[src/rtl/pwm_compare_dt_pkg.sv]
// Shared PWM types and constants: channel enable, dead-time FSM states and
// the default dead-time counter width.
`ifndef PWMCOUNT_WIDTH
`define PWMCOUNT_WIDTH 16
`endif

package PKG_pwm;

    typedef enum logic {
        PWM_OFF = 1'b0,
        PWM_ON  = 1'b1
    } _pwm_onoff;

    typedef enum logic [2:0] {
        OFF   = 3'd0,
        H_ON  = 3'd1,
        DT_HL = 3'd2,
        L_ON  = 3'd3,
        DT_LH = 3'd4
    } _dt_state;

    localparam int DT_WIDTH_DEF = 10;

endpackage

[src/rtl/pwm_compare_dt_deadtime_gen.sv]
// Complementary gate driver with programmable dead time. Leaving a dead state
// early (abort) is allowed because the opposite switch was never enabled.
module deadtime_gen
    import PKG_pwm::*;
#(
    parameter int DT_WIDTH = DT_WIDTH_DEF
) (
    input  logic                clk,
    input  logic                reset,
    input  logic                ref_q,
    input  logic [DT_WIDTH-1:0] deadtime,
    input  logic                on,
    output logic                pwm_h,
    output logic                pwm_l
);

    localparam logic [DT_WIDTH-1:0] CNT_ONE = DT_WIDTH'(1);

    _dt_state            state_q, state_d;
    logic [DT_WIDTH-1:0] cnt_q, cnt_d;
    logic                pwm_h_q, pwm_h_d;
    logic                pwm_l_q, pwm_l_d;
    logic                dt_zero_s;

    assign dt_zero_s = (deadtime == '0);

    // Next-state, counter and gate decode; gates come from the next state so
    // they are plain flops in step with the state register.
    always_comb begin
        state_d = state_q;
        cnt_d   = cnt_q;
        if (!on) begin
            state_d = OFF;
        end else begin
            case (state_q)
                OFF: begin
                    if (dt_zero_s) begin
                        state_d = ref_q ? H_ON : L_ON;
                    end else begin
                        state_d = ref_q ? DT_LH : DT_HL;
                        cnt_d   = deadtime;
                    end
                end
                H_ON: begin
                    if (ref_q) begin
                        state_d = H_ON;
                    end else if (dt_zero_s) begin
                        state_d = L_ON;
                    end else begin
                        state_d = DT_HL;
                        cnt_d   = deadtime;
                    end
                end
                L_ON: begin
                    if (!ref_q) begin
                        state_d = L_ON;
                    end else if (dt_zero_s) begin
                        state_d = H_ON;
                    end else begin
                        state_d = DT_LH;
                        cnt_d   = deadtime;
                    end
                end
                DT_HL: begin
                    cnt_d = cnt_q - CNT_ONE;
                    if (ref_q) begin
                        state_d = H_ON;
                    end else if (cnt_q <= CNT_ONE) begin
                        state_d = L_ON;
                    end else begin
                        state_d = DT_HL;
                    end
                end
                DT_LH: begin
                    cnt_d = cnt_q - CNT_ONE;
                    if (!ref_q) begin
                        state_d = L_ON;
                    end else if (cnt_q <= CNT_ONE) begin
                        state_d = H_ON;
                    end else begin
                        state_d = DT_LH;
                    end
                end
                default: begin
                    state_d = OFF;
                end
            endcase
        end
        pwm_h_d = (state_d == H_ON);
        pwm_l_d = (state_d == L_ON);
    end

    // State, counter and gate registers.
    always_ff @(posedge clk or posedge reset) begin
        if (reset) begin
            state_q <= OFF;
            cnt_q   <= '0;
            pwm_h_q <= 1'b0;
            pwm_l_q <= 1'b0;
        end else begin
            state_q <= state_d;
            cnt_q   <= cnt_d;
            pwm_h_q <= pwm_h_d;
            pwm_l_q <= pwm_l_d;
        end
    end

    assign pwm_h = pwm_h_q;
    assign pwm_l = pwm_l_q;

endmodule

[src/rtl/pwm_compare_dt.sv]
// PWM compare stage: shadowed duty register, carrier comparator and gate
// drive. Dead-time insertion is built only when PWM_DEADTIME_EN is defined.
module pwm_compare_dt
    import PKG_pwm::*;
#(
    parameter int DT_WIDTH = DT_WIDTH_DEF
) (
    input  logic                         clk,
    input  logic                         reset,
    input  logic [`PWMCOUNT_WIDTH-1:0]   carrier,
    input  logic                         maskevent,
    input  logic [`PWMCOUNT_WIDTH-1:0]   compare,
    input  logic [DT_WIDTH-1:0]          deadtime,
    input  _pwm_onoff                    pwm_onoff,
    output logic [`PWMCOUNT_WIDTH-1:0]   compare_active,
    output logic                         pwm_h,
    output logic                         pwm_l
);

    logic [`PWMCOUNT_WIDTH-1:0] compare_active_q, compare_active_d;
    logic                       ref_q, ref_d;
    logic                       on_s;

    assign on_s = (pwm_onoff == PWM_ON);

    // Shadow load on maskevent only, so a mid-period write cannot tear a pulse.
    always_comb begin
        if (maskevent) begin
            compare_active_d = compare;
        end else begin
            compare_active_d = compare_active_q;
        end
        ref_d = (carrier < compare_active_q);
    end

    // Shadow and reference registers.
    always_ff @(posedge clk or posedge reset) begin
        if (reset) begin
            compare_active_q <= '0;
            ref_q            <= 1'b0;
        end else begin
            compare_active_q <= compare_active_d;
            ref_q            <= ref_d;
        end
    end

    assign compare_active = compare_active_q;

`ifdef PWM_DEADTIME_EN
    deadtime_gen #(
        .DT_WIDTH (DT_WIDTH)
    ) u_deadtime_gen (
        .clk      (clk),
        .reset    (reset),
        .ref_q    (ref_q),
        .deadtime (deadtime),
        .on       (on_s),
        .pwm_h    (pwm_h),
        .pwm_l    (pwm_l)
    );
`else
    logic pwm_h_q, pwm_h_d;
    logic pwm_l_q, pwm_l_d;
    logic unused_dt_s;

    assign unused_dt_s = ^deadtime;

    // Plain complementary drive with no gap, one register after ref_q.
    always_comb begin
        pwm_h_d = ref_q && on_s;
        pwm_l_d = !ref_q && on_s;
    end

    // Gate registers.
    always_ff @(posedge clk or posedge reset) begin
        if (reset) begin
            pwm_h_q <= 1'b0;
            pwm_l_q <= 1'b0;
        end else begin
            pwm_h_q <= pwm_h_d;
            pwm_l_q <= pwm_l_d;
        end
    end

    assign pwm_h = pwm_h_q;
    assign pwm_l = pwm_l_q;
`endif

endmodule

[config.mk]
export PLATFORM = sky130hd
export DESIGN_NAME = pwm_compare_dt
export DESIGN_NICKNAME = d
export VERILOG_FILES = /design/src/rtl/pwm_compare_dt_pkg.sv /design/src/rtl/pwm_compare_dt_deadtime_gen.sv /design/src/rtl/pwm_compare_dt.sv
export SDC_FILE = /design/constraint.sdc
export NUM_CORES = 1
export LEC_CHECK = 0
export CORE_ASPECT_RATIO = 1.25
export CORE_MARGIN = 2
export CORE_UTILIZATION = 39
export CTS_CLUSTER_SIZE = 30
export DETAILED_ROUTE_END_ITERATION = 10
export MAX_ROUTING_LAYER = met4
export PLACE_DENSITY = 0.82
export REMOVE_ABC_BUFFERS = 1
export SYNTH_ARGS = -nofsm -noshare
export SYNTH_HDL_FRONTEND = slang
export SYNTH_HIERARCHICAL = 1
export SYNTH_SLANG_ARGS = --single-unit
[constraint.sdc]
create_clock -name clk -period 2.78 [get_ports clk]
set_input_delay 0.278 -clock clk [delete_from_list [all_inputs] [get_ports clk]]
set_output_delay 0.278 -clock clk [all_outputs]
set_load 0.005 [all_outputs]
==> results.md <==
- Status: finished, final reports clean
- # setup viols final: 0
- GP Congestion: between 0.7 and 0.8
- Total negative setup slack: 0 ns
- CTS max path bufs: 2
- Initial core utilization: approximately two fifths
- Per-cell routed wire length: roughly 13 um
- Final Cell Area: 1615 um^2
- Startpoint Class: primary input
- Area growth syn-to-layout: 58.21%
- HP Class: primary input to async pin
- Synthesized area per cell: between 9 and 10 um^2
- Rows: 20
- H-tree level count: 1
- Commonest non-fill, non-tap cell in the layout: clkdlybuf4s50_1
- Worst setup path class: primary input to flop
- P_sw: approximately 0.18 mW
- CORE AREA: about 2500 um^2
- Fin nets: around 230
- Port bufs: 53
- Arr. time, crit path: 1.79 ns
- CTS Hold Buffers Added: 0
- Tcrit/Tclk final: 56.23%
- Ys async rst share: 100.0%
- DRT Pass-1 Iters: 4
- Cell Area, Placed: between 1500 and 2000 um^2
- Setup WS pre-CTS: 0.9137 ns
- TritonCTS Sinks: 19
- Commonest cells after routing, fill and taps aside: 53 x clkdlybuf4s50_1, 19 x dfrtp_1, 18 x inv_1
- Multi-input logic area: 466.7 um^2
- Sequential Power Share: between 40% and 50%
- Vias in the first global route: 995
- Fmax: 639.7 MHz
- Sw Ratio: between 20 and 30%
- Io pins: 64
- Final Hold Violating Endpoints: 0
- Synth warn: 6
- Clock Skew: a little over 0.001 ns
- Grt ovf: 0
- Worst relative slew slack: a little over half
- Post-Syn Instances: around 110
- Initial antenna violation count: 0
- Seq/Total Area, Yosys: a little under half
- Routed Wire Length: roughly 2500 um
- Total track usage: between 10% and 20%
- Unrepaired setup endpoints after global routing: false
- TritonCTS buffer count: 3
- Die H: around 61 um
- Worst IR Drop VDD: about 0.25 mV
- Number of diodes: 0
- Worst setup EP type: flop
- Comb power frac: 30.7%
- Synthesized area: approximately 1000 um^2
- Die ar.: 3046 um^2
- Share of layout cells above drive strength 1: approximately 3.1%
- Register area: 475.5 um^2
- Pins over their slew limit: 0
- #FFs+latches synth: 19
- Yosys cell types: 20
- Post-DP HPWL: about 2100 um
- Fill count: between 200 and 250
- Chip Width: ~50 um
- CTS tree: done
- Crit path time final: about 1.6 ns
- EDFF count, synth: 0
- P per Cell Area: 409.6 nW/um^2
- Leak Pwr: about 0.77 nW
- Final WS setup: between 1 and 1.5 ns
- Post-CTS Resized: 0
- Crit path required time: 3.01 ns
- Clock-pin slew on the worst setup and hold paths: about 0.11 ns
- # DRC: 0
- Pwr Total: ~0.66 mW
- Clock root buffer: clkbuf_4
- Worst slew pin tran: 0.7091 ns
- Int Pwr: 0.4834 mW
- First-pass GRT wire length: approximately 4200 um
- Post-CTS repair timing setup buffer count: 0
- Post-synth top flop: dfrtp_1
- Worst skew pair latency: about 0.29 ns
- Number of max-cap violations: 0
- Vias/cell: between 4 and 5
- Clk pwr share: between 20% and 30%
- Largest net degree at the start of global routing: 32
- Worst Path Max Fanout: 2
- Via count: 948
- Initial detailed-routing violation count: 12
- Antenna-violating nets left: 0
## power groups by stage
stage | clock [mW] | sequential (mW) | combinational [mW]
after floorplan | 0 | 0.323 | 0.0738
after global placement | 0 | 0.320 | 0.195
after detailed placement | 0 | 0.323 | 0.204
after CTS | 0.147 | 0.317 | 0.205
after global routing | 0.160 | 0.320 | 0.224
final | 0.142 | 0.317 | 0.203
## cell type report
class,count,share of cell area (%)
clock buffer,4,1.627
inverter,18,4.183
multi-input combinational,68,28.89
sequential,19,29.43
tap,33,2.556
timing repair buffer,54,33.31
## metrics by stage
stage / utilization, % / hold slack [ns] / std cells
detailed placement: 64.80 / 0.4124 / 192
global route: 65.87 / 0.4495 / 196
finish: 65.87 / 0.3889 / 196
global placement: 64.80 / 0.4009 / 192
floorplan: - / 0.2291 / 105
CTS: 65.87 / 0.4263 / 196
## cell families after synthesis
logic type                 count (synthesis)  synth area share, %
AOI/OAI and AO/OA                         27                15.44
adders and majority gates                 15                18.38
buffers and inverters                     21                7.720
DFF                                       19                46.57
muxes                                      1                1.103
and+or+nand+nor                           25                10.78
## synth_stat cells, types with 2 or more instances
| cell | count | area, um^2 |
|---|---|---|
| nand4_1 | 2 | 12.51 |
| clkbuf_1 | 3 | 11.26 |
| nand2_1 | 17 | 63.81 |
| o21ai_0 | 17 | 85.08 |
| dfrtp_1 | 19 | 475.5 |
| ha_1 | 15 | 187.7 |
| inv_1 | 18 | 67.56 |
| a21oi_1 | 3 | 15.01 |
| a21o_1 | 3 | 22.52 |
## per-layer routing
layer,part of all wire (%),wire (um),vias up,GRT usage [%]
li1,-,-,469,-
met1,41,1033,447,18.52
met2,54,1389,30,37.14
met3,3.9,99,2,2.670
met4,1.1,27,0,8.333
met5,0,0,-,-
## worst max-delay path, cell delays in order
cell and delay, ns:
clkdlybuf4s50_1 0.41, ha_1 0.32, a21o_1 0.16, a21o_1 0.17
a221o_1 0.34, a21oi_1 0.12
## state kept, by name, summed over array words and instances (netlist names)
name and cells:
ref_q 1, pwm_h 1, pwm_l 1, compare_active 16
## final timing paths
path                                                start                            end  cells past startpoint  slack [ns]
setup / recovery                              carrier[13]                ref_q$_DFF_PP0_                      6        1.22
hold / removal                                      reset                pwm_h$_DFF_PP0_                      2        0.39
setup reg to reg           compare_active[13]$_DFFE_PP0P_                ref_q$_DFF_PP0_                      6        1.23
hold reg to reg                           ref_q$_DFF_PP0_                pwm_l$_DFF_PP0_                      1        0.43
max in group asynchronous                           reset  compare_active[9]$_DFFE_PP0P_                      2        1.95
min in group clk                          ref_q$_DFF_PP0_                pwm_l$_DFF_PP0_                      1        0.43
Power figures use the tool's default switching activity.
